## src/rtl/cnn_layer_accel_result_packer_if.sv

```systemverilog
// cnn_layer_accel_result_packer_if
// Bundles the job-config, result-stream and packed-output handshakes of the
// result packer, plus its busy/done status.
//   master : the surrounding system (drives cfg, results, out_ready)
//   slave  : the packer itself
// Signals:
//   cfg_valid/cfg_accept/cfg_num_results : per-job result count
//   result_valid/result_accept/result_data : 16-bit quad result stream
//   out_valid/out_ready/out_data/out_keep/out_last : packed 128-bit words
//   busy/done : job status
interface cnn_layer_accel_result_packer_if #(
  parameter int unsigned C_RESULT_WIDTH = 16,
  parameter int unsigned C_LANES        = 8
);
  logic                              cfg_valid;
  logic                              cfg_accept;
  logic [31:0]                       cfg_num_results;
  logic                              result_valid;
  logic                              result_accept;
  logic [C_RESULT_WIDTH-1:0]         result_data;
  logic                              out_valid;
  logic                              out_ready;
  logic [C_RESULT_WIDTH*C_LANES-1:0] out_data;
  logic [C_LANES-1:0]                out_keep;
  logic                              out_last;
  logic                              busy;
  logic                              done;

  modport master (
    output cfg_valid, cfg_num_results, result_valid, result_data, out_ready,
    input  cfg_accept, result_accept, out_valid, out_data, out_keep, out_last, busy, done
  );

  modport slave (
    input  cfg_valid, cfg_num_results, result_valid, result_data, out_ready,
    output cfg_accept, result_accept, out_valid, out_data, out_keep, out_last, busy, done
  );
endinterface

```

## src/rtl/cnn_layer_accel_result_packer.sv

```systemverilog
// cnn_layer_accel_result_packer
// Packs C_LANES results of C_RESULT_WIDTH bits into one output word and queues
// words in a C_FIFO_DEPTH-entry FIFO. The final word of a job carries out_last
// and a lane mask; done pulses once that word has left the FIFO.
// Ports:
//   clk_if : clock (rising edge)
//   rst    : synchronous active-high reset
//   bus    : slave side of cnn_layer_accel_result_packer_if
module cnn_layer_accel_result_packer #(
  parameter int unsigned C_RESULT_WIDTH = 16,
  parameter int unsigned C_LANES        = 8,
  parameter int unsigned C_FIFO_DEPTH   = 4
) (
  input logic                            clk_if,
  input logic                            rst,
  cnn_layer_accel_result_packer_if.slave bus
);
  localparam int unsigned WordW = C_RESULT_WIDTH * C_LANES;
  localparam int unsigned LaneW = (C_LANES > 1) ? $clog2(C_LANES) : 1;
  localparam int unsigned PtrW  = (C_FIFO_DEPTH > 1) ? $clog2(C_FIFO_DEPTH) : 1;
  localparam int unsigned CntW  = PtrW + 1;

  typedef enum logic [1:0] {StIdle, StCollect, StDrain, StDone} state_e;

  state_e             state_q, state_d;
  logic [31:0]        remaining_q, remaining_d;
  logic [LaneW-1:0]   lane_q, lane_d;
  logic [WordW-1:0]   pack_q, pack_d, pack_word;
  logic [C_LANES-1:0] keep_q, keep_d, keep_word;

  logic [WordW-1:0]        fifo_data_q [C_FIFO_DEPTH];
  logic [C_LANES-1:0]      fifo_keep_q [C_FIFO_DEPTH];
  logic [C_FIFO_DEPTH-1:0] fifo_last_q;
  logic [PtrW-1:0]         wr_ptr_q, rd_ptr_q;
  logic [CntW-1:0]         count_q;

  logic fifo_full, fifo_empty;
  logic cfg_acc, res_acc;
  logic push, push_last, pop;

  // Full/empty come from the registered count only, so a same-cycle pop never
  // reopens result_accept until the following cycle.
  assign fifo_empty = (count_q == '0);
  assign fifo_full  = (count_q == CntW'(C_FIFO_DEPTH));
  assign pop        = !fifo_empty && bus.out_ready;

  always_comb begin
    state_d     = state_q;
    remaining_d = remaining_q;
    lane_d      = lane_q;
    pack_d      = pack_q;
    keep_d      = keep_q;
    cfg_acc     = 1'b0;
    res_acc     = 1'b0;
    push        = 1'b0;
    push_last   = 1'b0;
    // Pack register with the incoming result merged in; this is what a push stores.
    pack_word   = pack_q;
    keep_word   = keep_q;
    pack_word[lane_q*C_RESULT_WIDTH +: C_RESULT_WIDTH] = bus.result_data;
    keep_word[lane_q] = 1'b1;

    unique case (state_q)
      StIdle: begin
        cfg_acc = 1'b1;
        if (bus.cfg_valid) begin
          remaining_d = bus.cfg_num_results;
          lane_d      = '0;
          pack_d      = '0;
          keep_d      = '0;
          state_d     = (bus.cfg_num_results == 32'd0) ? StDone : StCollect;
        end
      end
      StCollect: begin
        res_acc = !fifo_full && (remaining_q != 32'd0);
        if (bus.result_valid && res_acc) begin
          remaining_d = remaining_q - 32'd1;
          if (lane_q == LaneW'(C_LANES - 1) || remaining_q == 32'd1) begin
            push      = 1'b1;
            push_last = (remaining_q == 32'd1);
            pack_d    = '0;
            keep_d    = '0;
            lane_d    = '0;
            if (push_last) state_d = StDrain;
          end else begin
            pack_d = pack_word;
            keep_d = keep_word;
            lane_d = lane_q + 1'b1;
          end
        end
      end
      StDrain: begin
        if (fifo_empty) state_d = StDone;
      end
      StDone: begin
        state_d = StIdle;
      end
      default: state_d = StIdle;
    endcase
  end

  always_ff @(posedge clk_if) begin
    if (rst) begin
      state_q     <= StIdle;
      remaining_q <= '0;
      lane_q      <= '0;
      pack_q      <= '0;
      keep_q      <= '0;
      wr_ptr_q    <= '0;
      rd_ptr_q    <= '0;
      count_q     <= '0;
    end else begin
      state_q     <= state_d;
      remaining_q <= remaining_d;
      lane_q      <= lane_d;
      pack_q      <= pack_d;
      keep_q      <= keep_d;
      if (push) wr_ptr_q <= wr_ptr_q + 1'b1;
      if (pop)  rd_ptr_q <= rd_ptr_q + 1'b1;
      if (push && !pop)      count_q <= count_q + 1'b1;
      else if (pop && !push) count_q <= count_q - 1'b1;
    end
  end

  // Storage needs no reset: outputs are masked while the FIFO is empty.
  always_ff @(posedge clk_if) begin
    if (push) begin
      fifo_data_q[wr_ptr_q] <= pack_word;
      fifo_keep_q[wr_ptr_q] <= keep_word;
      fifo_last_q[wr_ptr_q] <= push_last;
    end
  end

  assign bus.cfg_accept    = cfg_acc;
  assign bus.result_accept = res_acc;
  assign bus.out_valid     = !fifo_empty;
  assign bus.out_data      = fifo_empty ? '0 : fifo_data_q[rd_ptr_q];
  assign bus.out_keep      = fifo_empty ? '0 : fifo_keep_q[rd_ptr_q];
  assign bus.out_last      = !fifo_empty && fifo_last_q[rd_ptr_q];
  assign bus.busy          = (state_q != StIdle);
  assign bus.done          = (state_q == StDone);
endmodule

```

## src/flat_wrapper.sv

```systemverilog
// flat-port wrapper written by rule: the top's interface ports become plain ports
module cnn_layer_accel_result_packer_flat 
#(
  parameter int unsigned C_RESULT_WIDTH = 16,
  parameter int unsigned C_LANES        = 8,
  parameter int unsigned C_FIFO_DEPTH   = 4
)
  (clk_if, rst, bus_cfg_valid, bus_cfg_num_results, bus_result_valid, bus_result_data, bus_out_ready, bus_cfg_accept, bus_result_accept, bus_out_valid, bus_out_data, bus_out_keep, bus_out_last, bus_busy, bus_done);
  cnn_layer_accel_result_packer_if #(.C_RESULT_WIDTH(C_RESULT_WIDTH), .C_LANES(C_LANES)) bus_i ();
  input logic clk_if;
  input logic rst;
  input wire logic [$bits(bus_i.cfg_valid)-1:0] bus_cfg_valid;
  input wire logic [$bits(bus_i.cfg_num_results)-1:0] bus_cfg_num_results;
  input wire logic [$bits(bus_i.result_valid)-1:0] bus_result_valid;
  input wire logic [$bits(bus_i.result_data)-1:0] bus_result_data;
  input wire logic [$bits(bus_i.out_ready)-1:0] bus_out_ready;
  output wire logic [$bits(bus_i.cfg_accept)-1:0] bus_cfg_accept;
  output wire logic [$bits(bus_i.result_accept)-1:0] bus_result_accept;
  output wire logic [$bits(bus_i.out_valid)-1:0] bus_out_valid;
  output wire logic [$bits(bus_i.out_data)-1:0] bus_out_data;
  output wire logic [$bits(bus_i.out_keep)-1:0] bus_out_keep;
  output wire logic [$bits(bus_i.out_last)-1:0] bus_out_last;
  output wire logic [$bits(bus_i.busy)-1:0] bus_busy;
  output wire logic [$bits(bus_i.done)-1:0] bus_done;
  assign bus_i.cfg_valid = bus_cfg_valid;
  assign bus_i.cfg_num_results = bus_cfg_num_results;
  assign bus_i.result_valid = bus_result_valid;
  assign bus_i.result_data = bus_result_data;
  assign bus_i.out_ready = bus_out_ready;
  assign bus_cfg_accept = bus_i.cfg_accept;
  assign bus_result_accept = bus_i.result_accept;
  assign bus_out_valid = bus_i.out_valid;
  assign bus_out_data = bus_i.out_data;
  assign bus_out_keep = bus_i.out_keep;
  assign bus_out_last = bus_i.out_last;
  assign bus_busy = bus_i.busy;
  assign bus_done = bus_i.done;
  cnn_layer_accel_result_packer #(.C_RESULT_WIDTH(C_RESULT_WIDTH), .C_LANES(C_LANES), .C_FIFO_DEPTH(C_FIFO_DEPTH)) u_core (.clk_if(clk_if), .rst(rst), .bus(bus_i));
endmodule
```

## config.mk

```make
export PLATFORM = sky130hd
export DESIGN_NAME = cnn_layer_accel_result_packer_flat
export DESIGN_NICKNAME = d
export VERILOG_FILES = /design/src/rtl/cnn_layer_accel_result_packer_if.sv /design/src/rtl/cnn_layer_accel_result_packer.sv /design/src/flat_wrapper.sv
export SDC_FILE = /design/constraint.sdc
export NUM_CORES = 1
export LEC_CHECK = 0
export ABC_AREA = 0
export ABC_CLOCK_PERIOD_IN_PS = 16850
export BUFFER_PORTS_ARGS = -buffer_cell sky130_fd_sc_hd__buf_4
export CAP_MARGIN = 0
export CORE_UTILIZATION = 48
export DETAILED_ROUTE_END_ITERATION = 10
export GPL_ROUTABILITY_DRIVEN = 0
export PLACE_DENSITY = 0.66
export REMOVE_ABC_BUFFERS = 1
export SLEW_MARGIN = 20
export SYNTH_ARGS = -nofsm -noshare
export SYNTH_HDL_FRONTEND = slang
export SYNTH_SLANG_ARGS = --single-unit
export TNS_END_PERCENT = 30
```

## constraint.sdc

```tcl
create_clock -name clk_if -period 16.85 [get_ports clk_if]
set_clock_uncertainty 0.1 [all_clocks]
set_input_delay 0.8425 -clock clk_if [delete_from_list [all_inputs] [get_ports clk_if]]
set_output_delay 0.8425 -clock clk_if [all_outputs]
set_load 0.01 [all_outputs]
```

==> flow_metrics.py <==
metrics = {
    "finish": {
        "diodes": 0,
        "final_layout_size_suffix_gt1_frac": 0.244,
        "regArea_mm2": 0.0201,
        "multiInputGateArea_mm2": 0.00895,
        "syn_to_final_growth_pct": 15.3,
        "num-fill-cells": 4719,
        "final_core_util": 0.564,
        "nNetsFinal": 2201,
    },
    "clock_network": {
        "clock_path_buffers": 3,
        "insertion_delay_ns": 0.60,
        "cts_sinks": 730,
        "postCtsSetupRepairBufs": 0,
        "htreeDepth": 3,
        "clkTransAtPathRegs_ns": 0.06,
        "numCtsBuffers": 73,
        "hold_buffers": 0,
        "cts-root-buf": "clkbuf_16",
        "cts_tree": "built",
        "cts_resized": 0,
    },
    "synthesis": {
        "synth-simple-area-share": 0.0909,
        "synth_top_area_frac": 0.554,
        "ys_seq_area_frac": 0.677,
        "synth_top_family_by_area": "multiplexers",
        "synth_edf_count": 548,
        "ys.flop_type": "edfxtp_1",
        "yosysTopAreaCell": "edfxtp_1",
        "synth_most_common_cell": "edfxtp_1",
        "synth_seq_cells": 730,
        "synth_mux_area_frac": 0.119,
        "synth_common_cells": "edfxtp_1, dfxtp_1, nand2_1",
        "synth_warnings": 0,
        "ys_types": 66,
        "synth_compound_area_frac": 0.0815,
        "synthCells": 1968,
        "syn_area_mm2": 0.0297,
        "synthArstFlopShare": 0,
        "synth_xor_xnor_area_share": 0.00147,
        "synthAdderAreaFrac": 0.00699,
        "synthTopCellsByArea": "edfxtp_1, dfxtp_1, mux4_2, a22o_1, and2_1",
        "avgSynthCellArea_um2": 15.1,
    },
    "routing": {
        "drc": 0,
        "drt_first_pass_iters": 5,
        "post_drt_via_cell_ratio": 5.97,
        "wire_per_inst_um": 23.6,
        "postRouteAntennaNets": 0,
        "num_vias": 17800,
        "wl_um": 70200,
        "drtIter0Drc": 1552,
    },
    "worst_setup_path": {
        "max_stage_delay_ns": 0.80,
        "crit_path_end_kind": "primary output",
        "critPathRequiredTime_ns": 15.91,
        "crit_chain": "buf_4, buf_4, mux4_2, and2_1, buf_4",
        "crit_path_max_fanout": 42,
        "reg2regPathDepth": 7,
        "cp_common_cell": "buf_4",
        "reg2reg_slack_ns": 12.59,
        "crit_slowest_cell": "buf_4",
        "start_kind": "register",
        "crit_arrival_ns": 3.82,
        "path_class": "register to primary output",
    },
    "die": {
        "die_x_um": 251,
        "rows": 90,
        "core_mm2": 0.0607,
        "ios": 195,
        "start_util": 0.489,
        "die_h_um": 251,
        "dieArea_mm2": 0.0629,
    },
    "timing": {
        "fin_setup_tns_ns": 0,
        "period_share": 0.283,
        "worstMarginPinSlew_ns": 1.14,
        "maxSlewViolCount": 0,
        "grt_setup_unrepaired": "no",
        "final_hold_viol_count": 0,
        "slew_headroom": 0.237,
        "finalCriticalPeriod_ns": 4.76,
        "setup_violations": 0,
        "max_freq_ghz": 0.210,
    },
    "place": {
        "place_hpwl_um": 41300,
        "io_buffers": 194,
    },
    "grt": {
        "first_global_vias": 17800,
        "grt_pass1_wl_um": 107000,
        "grt-ovfl-total": 0,
        "grt_max_degree": 88,
        "grt_use_total": 0.223,
        "antenna_found_initial": 0,
    },
    "outcome": {
        "status": "finished clean",
    },
    "hold_path": {
        "holdPathStages": 2,
        "hold_path.class": "register to register",
    },
    "pwr": {
        "powerDensity_mw_per_mm2": 160,
        "ir_drop_mv": 0.132,
        "leakage_nw": 11.5,
    },
    "run": {
        "cap_violations": 0,
    },
}
-- final timing paths --
check                                  startpoint           endpoint
worst min register to register  u_core.pack_q[45]  u_core.pack_q[45]
worst max register to register   u_core.lane_q[0]  u_core.pack_q[78]
worst min-delay path            u_core.pack_q[45]  u_core.pack_q[45]
worst max-delay path                     register   bus_out_data[84]
-- power by group --
part	switching, mW	internal [mW]
sequential	0.0702	1.97
clock	0.661	0.957
combinational	1.01	0.808
-- kinds of logic after synthesis --
group                      Yosys count
AOI/OAI and AO/OA                  362
and+or+nand+nor                    508
adders and majority gates           16
xor gates and xnor gates             5
muxes                              176
buffers and inverters              171
DFF                                730
-- cells in the final DEF (no fill, tap or decap), drive strengths merged, types with 3 or more instances in the layout --
| cell | n |
|---|---|
| edfxtp | 548 |
| buf | 222 |
| dfxtp | 182 |
| nand2 | 164 |
| and2 | 144 |
| mux4 | 137 |
| o21ai | 119 |
| a22o | 106 |
| clkbuf | 105 |
| a21oi | 86 |
| nand3 | 60 |
| nor2 | 43 |
| inv | 40 |
| mux2 | 36 |
| nor3 | 22 |
| clkinv | 21 |
| nor4 | 20 |
| a32o | 17 |
| ha | 15 |
| nor2b | 12 |
| nand4 | 7 |
| o32ai | 6 |
| bufinv | 6 |
| a21o | 6 |
| a31oi | 5 |
| and3 | 5 |
| or3 | 5 |
| nor3b | 5 |
| xor2 | 4 |
| or4 | 4 |
| nand4b | 3 |
| o21bai | 3 |
| mux2i | 3 |
| nand2b | 3 |
| nand3b | 3 |
-- metal layers --
metal / routed length [µm] / track usage / vias up
met1: 29900 / 0.310 / 9097
li1: - / - / 7911
met4: 1310 / 0.0647 / 0
met3: 4730 / 0.0353 / 80
met5: 0 / 0 / -
met2: 34300 / 0.365 / 674
-- through the flow --
stage | setup WS [ns] | cell area (µm²) | power [mW] | std cells | hold slack [ns]
5_1_grt | 11.73 | 34300 | 5.73 | 2973 | 0.364
4_1_cts | 11.89 | 34300 | 5.53 | 2973 | 0.351
3_3_place_gp | 12.56 | 31800 | 3.90 | 2838 | 0.338
2_1_floorplan | 9.44 | 29100 | 3.22 | 1835 | 0.326
6_report | 12.09 | 34300 | 5.47 | 2973 | 0.349
3_5_place_dp | 12.54 | 31900 | 3.92 | 2839 | 0.343
-- final cells by class --
type | count | area share
tap | 782 | 0.0286
inverter | 38 | 0.00416
clock buffer | 105 | 0.0611
timing repair buffer | 222 | 0.0492
sequential | 730 | 0.587
multi-input combinational | 1067 | 0.261
clock inverter | 29 | 0.00869
-- flip-flops by register name, summed over array words and instances (netlist names), named ones only --
name,cells
u_core.pack_q,128
u_core.state_q,2
u_core.rd_ptr_q,2
u_core.lane_q,3
u_core.fifo_last_q,4
u_core.fifo_keep_q,32
u_core.remaining_q,32
u_core.fifo_data_q,512
u_core.wr_ptr_q,2
u_core.count_q,3
u_core.keep_q,8
-- critical path, delay by kind of cell (launching register included) --
kind          cells  cell delay [ns]
simple gates      1             0.17
flops             1             0.60
buf+inv           3             1.72
mux               1             0.61
Power figures use the tool's default switching activity.
